File: config.mk
export PLATFORM = sky130hd
export DESIGN_NAME = regfile_write_controller
export DESIGN_NICKNAME = d
export VERILOG_FILES = /design/src/rtl/regfile_ctrl_pkg.sv /design/src/rtl/regfile_addr_decoder.sv /design/src/rtl/regfile_write_controller.sv
export SDC_FILE = /design/constraint.sdc
export NUM_CORES = 1
export LEC_CHECK = 0
export ABC_AREA = 1
export CAP_MARGIN = 20
export CORE_MARGIN = 5
export CORE_UTILIZATION = 55
export CTS_CLUSTER_SIZE = 10
export DETAILED_ROUTE_END_ITERATION = 8
export PLACE_DENSITY = 0.94
export SETUP_SLACK_MARGIN = 0.4
export SYNTH_ARGS = -nofsm -noshare
export SYNTH_HDL_FRONTEND = slang
export SYNTH_SLANG_ARGS = --single-unit
File: constraint.sdc
create_clock -name clk -period 4.1 [get_ports clk]
set_clock_uncertainty 0.2 [all_clocks]
set_input_delay 0.82 -clock clk [delete_from_list [all_inputs] [get_ports clk]]
set_output_delay 0.82 -clock clk [all_outputs]
set_load 0.005 [all_outputs]
File: src/rtl/regfile_ctrl_pkg.sv
// Shared types and defaults for the register-file write controller.
package regfile_ctrl_pkg;

    // Speculation epoch states.
    typedef enum logic [1:0] {
        IDLE = 2'd0,
        SPEC = 2'd1,
        END  = 2'd2,
        MISS = 2'd3
    } spec_state_t;

    localparam int DEFAULT_DATABITWIDTH = 16;
    localparam int DEFAULT_REGCOUNT     = 16;

    // True in the single-cycle states that close an epoch (commit or restore).
    function automatic logic epochClosing(input spec_state_t s);
        return (s == END) || (s == MISS);
    endfunction

endpackage

File: src/rtl/regfile_addr_decoder.sv
// Register address to one-hot cell enable, gated by a valid qualifier.
module regfile_addr_decoder
#(
    parameter int REGCOUNT        = 16,
    parameter int REGADDRBITWIDTH = $clog2(REGCOUNT)
) (
    input  logic                       valid,
    input  logic [REGADDRBITWIDTH-1:0] addr,
    output logic [REGCOUNT-1:0]        oneHot
);

    // One comparator per cell; all zero when the request is not valid.
    generate
        for (genvar gi = 0; gi < REGCOUNT; gi++) begin : genCell
            assign oneHot[gi] = valid && (addr == REGADDRBITWIDTH'(gi));
        end
    endgenerate

endmodule

File: src/rtl/regfile_write_controller.sv
// Write-side front end of the register file: arbitrates ALU writeback against
// load returns, decodes one-hot cell enables and runs the speculation epoch FSM
// that produces shadow-capture, commit and restore strobes.
module regfile_write_controller
    import regfile_ctrl_pkg::*;
#(
    parameter int DATABITWIDTH    = DEFAULT_DATABITWIDTH,
    parameter int REGCOUNT        = DEFAULT_REGCOUNT,
    parameter int REGADDRBITWIDTH = $clog2(REGCOUNT)
) (
    input  logic                       clk,
    input  logic                       async_rst_n,
    input  logic                       clk_en,
    input  logic                       SpeculateStart,
    input  logic                       SpeculateResolve,
    input  logic                       SpeculateMispredict,
    input  logic                       WB_Valid,
    output logic                       WB_Ready,
    input  logic [REGADDRBITWIDTH-1:0] WB_Addr,
    input  logic [DATABITWIDTH-1:0]    WB_Data,
    input  logic                       Load_Valid,
    input  logic [REGADDRBITWIDTH-1:0] Load_Addr,
    input  logic [DATABITWIDTH-1:0]    Load_Data,
    output logic                       Speculating,
    output logic [REGCOUNT-1:0]        WillBeWritingTo,
    output logic [REGCOUNT-1:0]        WritebackEn,
    output logic [DATABITWIDTH-1:0]    WritebackData,
    output logic [REGCOUNT-1:0]        LoadWriteEn,
    output logic [DATABITWIDTH-1:0]    LoadWriteData,
    output logic                       EndSpeculationPulse,
    output logic [REGCOUNT-1:0]        MispredictPulse,
    output logic                       SpecError
);

    // Epoch FSM and mask of cells written during the open epoch.
    spec_state_t stateReg, stateNext;
    logic        errorEvent;
    logic [REGCOUNT-1:0] specMaskReg, specMaskNext;
    logic [REGCOUNT-1:0] captureNext;
    logic [REGCOUNT-1:0] maskBase;
    logic [REGCOUNT-1:0] touched;

    // One-entry hold for a writeback that lost to a same-address load or hit the restore slot.
    logic                       wbHoldValidReg, wbHoldValidNext;
    logic [REGADDRBITWIDTH-1:0] wbHoldAddrReg, wbHoldAddrNext;
    logic [DATABITWIDTH-1:0]    wbHoldDataReg, wbHoldDataNext;

    // One-entry hold for a load return that cannot issue in its natural slot.
    logic                       ldHoldValidReg, ldHoldValidNext;
    logic [REGADDRBITWIDTH-1:0] ldHoldAddrReg, ldHoldAddrNext;
    logic [DATABITWIDTH-1:0]    ldHoldDataReg, ldHoldDataNext;

    // Candidates for this cycle's issue slot (held entry takes precedence over a new one).
    logic                       wbAccept;
    logic                       wbCandValid, ldCandValid;
    logic [REGADDRBITWIDTH-1:0] wbCandAddr, ldCandAddr;
    logic [DATABITWIDTH-1:0]    wbCandData, ldCandData;
    logic                       wbIssueValid, ldIssueValid;
    logic                       blockIssue;
    logic [REGCOUNT-1:0]        wbOneHot, ldOneHot;

    // Epoch FSM next state; illegal Start/Resolve events only raise the error flag.
    always_comb begin
        stateNext  = stateReg;
        errorEvent = 1'b0;
        case (stateReg)
            IDLE: begin
                if (SpeculateStart) begin
                    stateNext = SPEC;
                end
                if (SpeculateResolve) begin
                    errorEvent = 1'b1;
                end
            end
            SPEC: begin
                if (SpeculateStart) begin
                    errorEvent = 1'b1;
                end
                if (SpeculateResolve) begin
                    stateNext = SpeculateMispredict ? MISS : END;
                end
            end
            default: begin
                stateNext = IDLE;
                if (SpeculateStart || SpeculateResolve) begin
                    errorEvent = 1'b1;
                end
            end
        endcase
    end

    // Issue-slot arbitration between held/new writebacks and held/new load returns.
    always_comb begin
        // The slot landing in the restore cycle must stay empty: cells are busy
        // restoring shadow copies then, so anything bound for it is parked.
        blockIssue = (stateNext == MISS);

        wbAccept    = WB_Valid && WB_Ready;
        wbCandValid = wbHoldValidReg || wbAccept;
        wbCandAddr  = wbHoldValidReg ? wbHoldAddrReg : WB_Addr;
        wbCandData  = wbHoldValidReg ? wbHoldDataReg : WB_Data;

        ldCandValid = ldHoldValidReg || Load_Valid;
        ldCandAddr  = ldHoldValidReg ? ldHoldAddrReg : Load_Addr;
        ldCandData  = ldHoldValidReg ? ldHoldDataReg : Load_Data;

        wbIssueValid    = 1'b0;
        ldIssueValid    = 1'b0;
        wbHoldValidNext = 1'b0;
        wbHoldAddrNext  = wbHoldAddrReg;
        wbHoldDataNext  = wbHoldDataReg;
        ldHoldValidNext = 1'b0;
        ldHoldAddrNext  = ldHoldAddrReg;
        ldHoldDataNext  = ldHoldDataReg;

        if (blockIssue) begin
            // Park both candidates. Load returns are not back-to-back across a
            // mispredict, so a full load hold never meets a new load here.
            wbHoldValidNext = wbCandValid;
            wbHoldAddrNext  = wbCandAddr;
            wbHoldDataNext  = wbCandData;
            ldHoldValidNext = ldCandValid;
            ldHoldAddrNext  = ldCandAddr;
            ldHoldDataNext  = ldCandData;
        end else begin
            ldIssueValid = ldCandValid;
            // A held load goes first; a load arriving alongside it takes its place.
            if (ldHoldValidReg && Load_Valid) begin
                ldHoldValidNext = 1'b1;
                ldHoldAddrNext  = Load_Addr;
                ldHoldDataNext  = Load_Data;
            end
            // Same-address collision: the load wins, the writeback waits one more slot.
            if (wbCandValid && ldCandValid && (wbCandAddr == ldCandAddr)) begin
                wbHoldValidNext = 1'b1;
                wbHoldAddrNext  = wbCandAddr;
                wbHoldDataNext  = wbCandData;
            end else begin
                wbIssueValid = wbCandValid;
            end
        end
    end

    regfile_addr_decoder #(
        .REGCOUNT        (REGCOUNT),
        .REGADDRBITWIDTH (REGADDRBITWIDTH)
    ) wbDecoder (
        .valid  (wbIssueValid),
        .addr   (wbCandAddr),
        .oneHot (wbOneHot)
    );

    regfile_addr_decoder #(
        .REGCOUNT        (REGCOUNT),
        .REGADDRBITWIDTH (REGADDRBITWIDTH)
    ) ldDecoder (
        .valid  (ldIssueValid),
        .addr   (ldCandAddr),
        .oneHot (ldOneHot)
    );

    // Shadow-capture: strobe a cell on its first write of the epoch, then remember it.
    always_comb begin
        // A fresh epoch starts from an empty mask.
        maskBase    = (stateReg == SPEC) ? specMaskReg : '0;
        touched     = wbOneHot | ldOneHot;
        captureNext = '0;
        if (stateNext == SPEC) begin
            captureNext  = touched & ~maskBase;
            specMaskNext = maskBase | touched;
        end else if (epochClosing(stateReg)) begin
            specMaskNext = '0;
        end else begin
            specMaskNext = specMaskReg;
        end
    end

    // State, holds and registered outputs; clk_en low freezes everything.
    always_ff @(posedge clk or negedge async_rst_n) begin
        if (!async_rst_n) begin
            stateReg            <= IDLE;
            specMaskReg         <= '0;
            wbHoldValidReg      <= 1'b0;
            wbHoldAddrReg       <= '0;
            wbHoldDataReg       <= '0;
            ldHoldValidReg      <= 1'b0;
            ldHoldAddrReg       <= '0;
            ldHoldDataReg       <= '0;
            WB_Ready            <= 1'b0;
            Speculating         <= 1'b0;
            WillBeWritingTo     <= '0;
            WritebackEn         <= '0;
            WritebackData       <= '0;
            LoadWriteEn         <= '0;
            LoadWriteData       <= '0;
            EndSpeculationPulse <= 1'b0;
            MispredictPulse     <= '0;
            SpecError           <= 1'b0;
        end else if (clk_en) begin
            stateReg            <= stateNext;
            specMaskReg         <= specMaskNext;
            wbHoldValidReg      <= wbHoldValidNext;
            wbHoldAddrReg       <= wbHoldAddrNext;
            wbHoldDataReg       <= wbHoldDataNext;
            ldHoldValidReg      <= ldHoldValidNext;
            ldHoldAddrReg       <= ldHoldAddrNext;
            ldHoldDataReg       <= ldHoldDataNext;
            // Ready mirrors the hold/FSM condition of the cycle it is presented in.
            WB_Ready            <= !wbHoldValidNext && (stateNext != MISS);
            Speculating         <= (stateNext == SPEC);
            WillBeWritingTo     <= captureNext;
            WritebackEn         <= wbOneHot;
            WritebackData       <= wbIssueValid ? wbCandData : '0;
            LoadWriteEn         <= ldOneHot;
            LoadWriteData       <= ldIssueValid ? ldCandData : '0;
            EndSpeculationPulse <= (stateNext == END);
            MispredictPulse     <= (stateNext == MISS) ? specMaskReg : '0;
            SpecError           <= SpecError || errorEvent;
        end
    end

endmodule
==> reports/metrics.sh <==
FINALNETCOUNT=1068
LAYOUT_STAGE_AREA_GROWTH_OVER_THE_SYNTHESIS_RESULT_PCT=28.09
SYNTH.DISTINCT_CELLS=32
NUMBER_OF_INSTANCES_IN_THE_SYNTHESIZED_NETLIST=897
POWER.SEQUENTIAL.FRACTION_PCT=44.9
INSERTEDDIODECOUNT=0
VIAS=6840
CLKPWRFRAC_PCT=38.5
RUN_STATUS='finished clean'
TIMING.SLEW.HEADROOM_PCT=44.20
SYNTHDOMINANTAREACELLTYPE='dfrtp_1'
CORE_AREA_MM2=0.01335
CTSROOTBUFFERMASTER='clkbuf_16'
TRITONCTS='yes'
FINAL_HOLD_SLACK_NS=0.2309
CTS.REPAIR.RESIZED=0
GRT_PASS1_VIAS=6681
FINALPOWER_W=0.004390
DRT_WL_TOTAL_UM=20960
WORST_R2R_STARTPOINT='ldHoldValidReg$_DFFE_PN0P_'
P_PER_AREA_mW_PER_MM2=452.6
FINAL.SETUP.WORST_SLACK_NS=0.9593
SETUP.WORST_PATH.END_CLASS='flop'
NUMBER_OF_BUFFERS_INSERTED_BY_POST_CTS_SETUP_REPAIR=0
GRT_MAX_DEGREE=99
SYNTH_MOST_COMMON_CELL='nand2_1'
CRITICAL_PATH.STARTPOINT_TYPE='primary input'
YOSYS-TOP-CELLS-AREA='dfrtp_1 (53%), nand2_1 (18%), o21ai_0 (3.7%), nand3_1 (3.2%), mux2i_1 (2.1%)'
WORSTPATHREQUIRED_NS=4.26
CLASSIFICATION_OF_THE_WORST_SETUP_PATH='primary input to flop'
POST-ROUTE-PERIOD-UTIL_PCT=76.60
CTS_HOLD_REPAIR.BUFFERS=0
GRT_REMAINING_OVERFLOW=0
PLACEMENT.IO_BUFFERS=147
SEQ_AREA_FRAC_SYNTH_PCT=52.88
ARRIVAL_NS=3.30
GRT_USAGE_PCT=26.55
DIE_Y_UM=127.3
ASR_FLOP_RATIO_SYNTH_PCT=100.0
SYNTH_SEQ_CELLS=160
IRDROPWORSTVDD_uV=300.2
DIE_AREA_MM2=0.01621
DR.FIRST_ITER.DRC_COUNT=826
SYNTHESIS.AREA_PER_INSTANCE_UM2=8.442
WORSTHOLDPATHTYPE='primary input to async pin'
ANTENNA_LEFT=0
CTS_NUM_SINKS=160
GRT_FIRST_PASS_WIRELENGTH_UM=34220
GPL.FINAL_WEIGHTED_CONGESTION=0.9753
YOSYSTOPAREACELLSHARE_PCT=52.88
GRT_SETUP_UNREPAIRED='no'
CTS_BUFFERS=17
FMAX_GHz=0.3184
DRT_PASS1_ITERATIONS=5
TIMING.MAX_CAP.VIOLATIONS=0
HPWL_UM=14190
CLKLATENCYLATEPIN_NS=0.43
IO-PIN-COUNT=148
POWER.NET_SWITCHING_W=0.001184
NUMBER_OF_ANTENNA_VIOLATIONS_AT_THE_FIRST_CHECK_IN_GLOBAL_ROUTING=0
TOTAL_LEAKAGE_POWER_nW=4.731
SYNTH_TOP_FLOP_CELL='dfrtp_1'
MIN_PERIOD_NS=3.141
CTS.CLK_SLEW.WORST_PATHS_NS=0.06
NUMBER_OF_DRC_VIOLATIONS_AFTER_DETAILED_ROUTING=0
SLEW_VIOLATIONS=0
CELLINTERNALPOWER_W=0.003205
HTREE_LEVELS=4
SETUP_TOTAL_NEGATIVE_SLACK_NS=0
WORST_PIN_SLEW_NS=0.8370
YS_TOP_CELLS_BY_COUNT='nand2_1 (363), dfrtp_1 (160), o21ai_0 (56)'
DRIVE_ABOVE_1_SHARE_PCT=9.302
SYNTHESIS.NETS=945
INITIAL_UTILIZATION_PCT=56.73
FINALHOLDVIOLATIONS=0
CTS_BUFFER_DEPTH=2
WORST_SETUP_PATH_STARTPOINT='SpeculateResolve'
PWR-SHARE-COMB_PCT=16.7
CORE.ROWCOUNT=42
SYNTHESIS.AREA_MM2=0.007572
SYNTH-EDFF-COUNT=0
DIE_X_UM=127.3
POWER.SHARE.SWITCHING_PCT=26.98
POST-ROUTE-UTIL_PCT=72.67
DRT-VIAS-PER-INSTANCE=5.662
DP_WORST_SETUP_SLACK_NS=0.6965
FINAL-SETUP-VIOL-COUNT=0
SYNTH-WARNING-COUNT=0
ROUTEDWLPERCELL_UM=17.35
CP_MAX_FO=22
## layout by cell type, fill, tap and decap left out, types with 17 or more instances in the layout
master / Yosys / layout
clkbuf_16: 0 / 17
inv_1: 34 / 33
clkdlybuf4s50_1: 0 / 146
o21ai_0: 56 / 56
o21ai_1: 19 / 19
nand3_1: 49 / 49
o211ai_1: 18 / 18
nand2_1: 363 / 363
o31ai_1: 17 / 17
dfrtp_1: 160 / 160
nor2_1: 42 / 42
## cell type report
cell class / instances / area, µm²
multi-input cells: 644 / 3122
clock buffers: 21 / 470.5
repair buffers: 156 / 1565
clock inverters: 10 / 158.9
flip-flops and latches: 160 / 4004
fillers: 953 / 3649
inverters: 41 / 158.9
well taps: 176 / 220.2
## metal layers
layer	vias up	track usage, %	part of all wire (%)	routed length [µm]
met5	-	0	0	0
met4	0	10.09	2.8	593
met3	58	6.636	10	2192
met2	371	41.53	47	9928
met1	3246	35.93	39	8240
li1	3165	-	-	-
## registers in the layout (all words and copies together), names as in the netlist
register,count
specMaskReg,16
WritebackEn,16
WritebackData,16
stateReg,2
ldHoldDataReg,16
WillBeWritingTo,16
EndSpeculationPulse,1
LoadWriteData,16
WB_Ready,1
ldHoldAddrReg,4
SpecError,1
LoadWriteEn,16
wbHoldValidReg,1
MispredictPulse,16
wbHoldDataReg,16
ldHoldValidReg,1
Speculating,1
wbHoldAddrReg,4
## metrics by stage
stage | instances | cell area (µm²)
6_report | 1208 | 9699
4_1_cts | 1208 | 9699
2_1_floorplan | 897 | 7572
5_1_grt | 1208 | 9699
3_5_place_dp | 1177 | 9070
3_3_place_gp | 1177 | 9070
## power by group through the flow
stage | registers, W | logic [W] | clock network [W]
global route | 0.00200 | 0.000814 | 0.00177
detailed placement | 0.00199 | 0.000726 | 0
global placement | 0.00198 | 0.000689 | 0
floorplan | 0.00196 | 0.000443 | 0
finish | 0.00197 | 0.000732 | 0.00169
CTS | 0.00197 | 0.000735 | 0.00170
## path summary, 6_finish.rpt
check | to | slack, ns | cells after the start
hold reg to reg | MispredictPulse[2]$_DFFE_PN0P_ | 0.28 | 2
setup / recovery | specMaskReg[7]$_DFFE_PN0P_ | 0.96 | 11
min in group clk | MispredictPulse[2]$_DFFE_PN0P_ | 0.28 | 2
hold / removal | LoadWriteData[10]$_DFFE_PN0P_ | 0.23 | 1
max in group asynchronous | MispredictPulse[2]$_DFFE_PN0P_ | 2.67 | 2
setup reg to reg | wbHoldDataReg[12]$_DFFE_PN0P_ | 1.14 | 12
## critical path, cell delays in order
cell and delay [ns]:
clkdlybuf4s50_1 0.48, inv_1 0.10, o21ai_2 0.15, nand2_2 0.10
nand2_4 0.29, nand2_2 0.38, nor3_2 0.47, nand2_1 0.20
nand3_1 0.17, nand2_1 0.07, nand2_1 0.06
## cells by family (layout without fill, tap and decap cells)
logic type	count (synthesis)	in the layout	synth area share [%]
AND/OR/NAND/NOR	491	491	27.78
multiplexers	16	16	2.115
AO/OA/AOI/OAI	137	137	11.34
flip-flops	160	160	52.88
buffers and inverters	93	228	5.899
No activity file was read; power rests on OpenSTA's default activity.
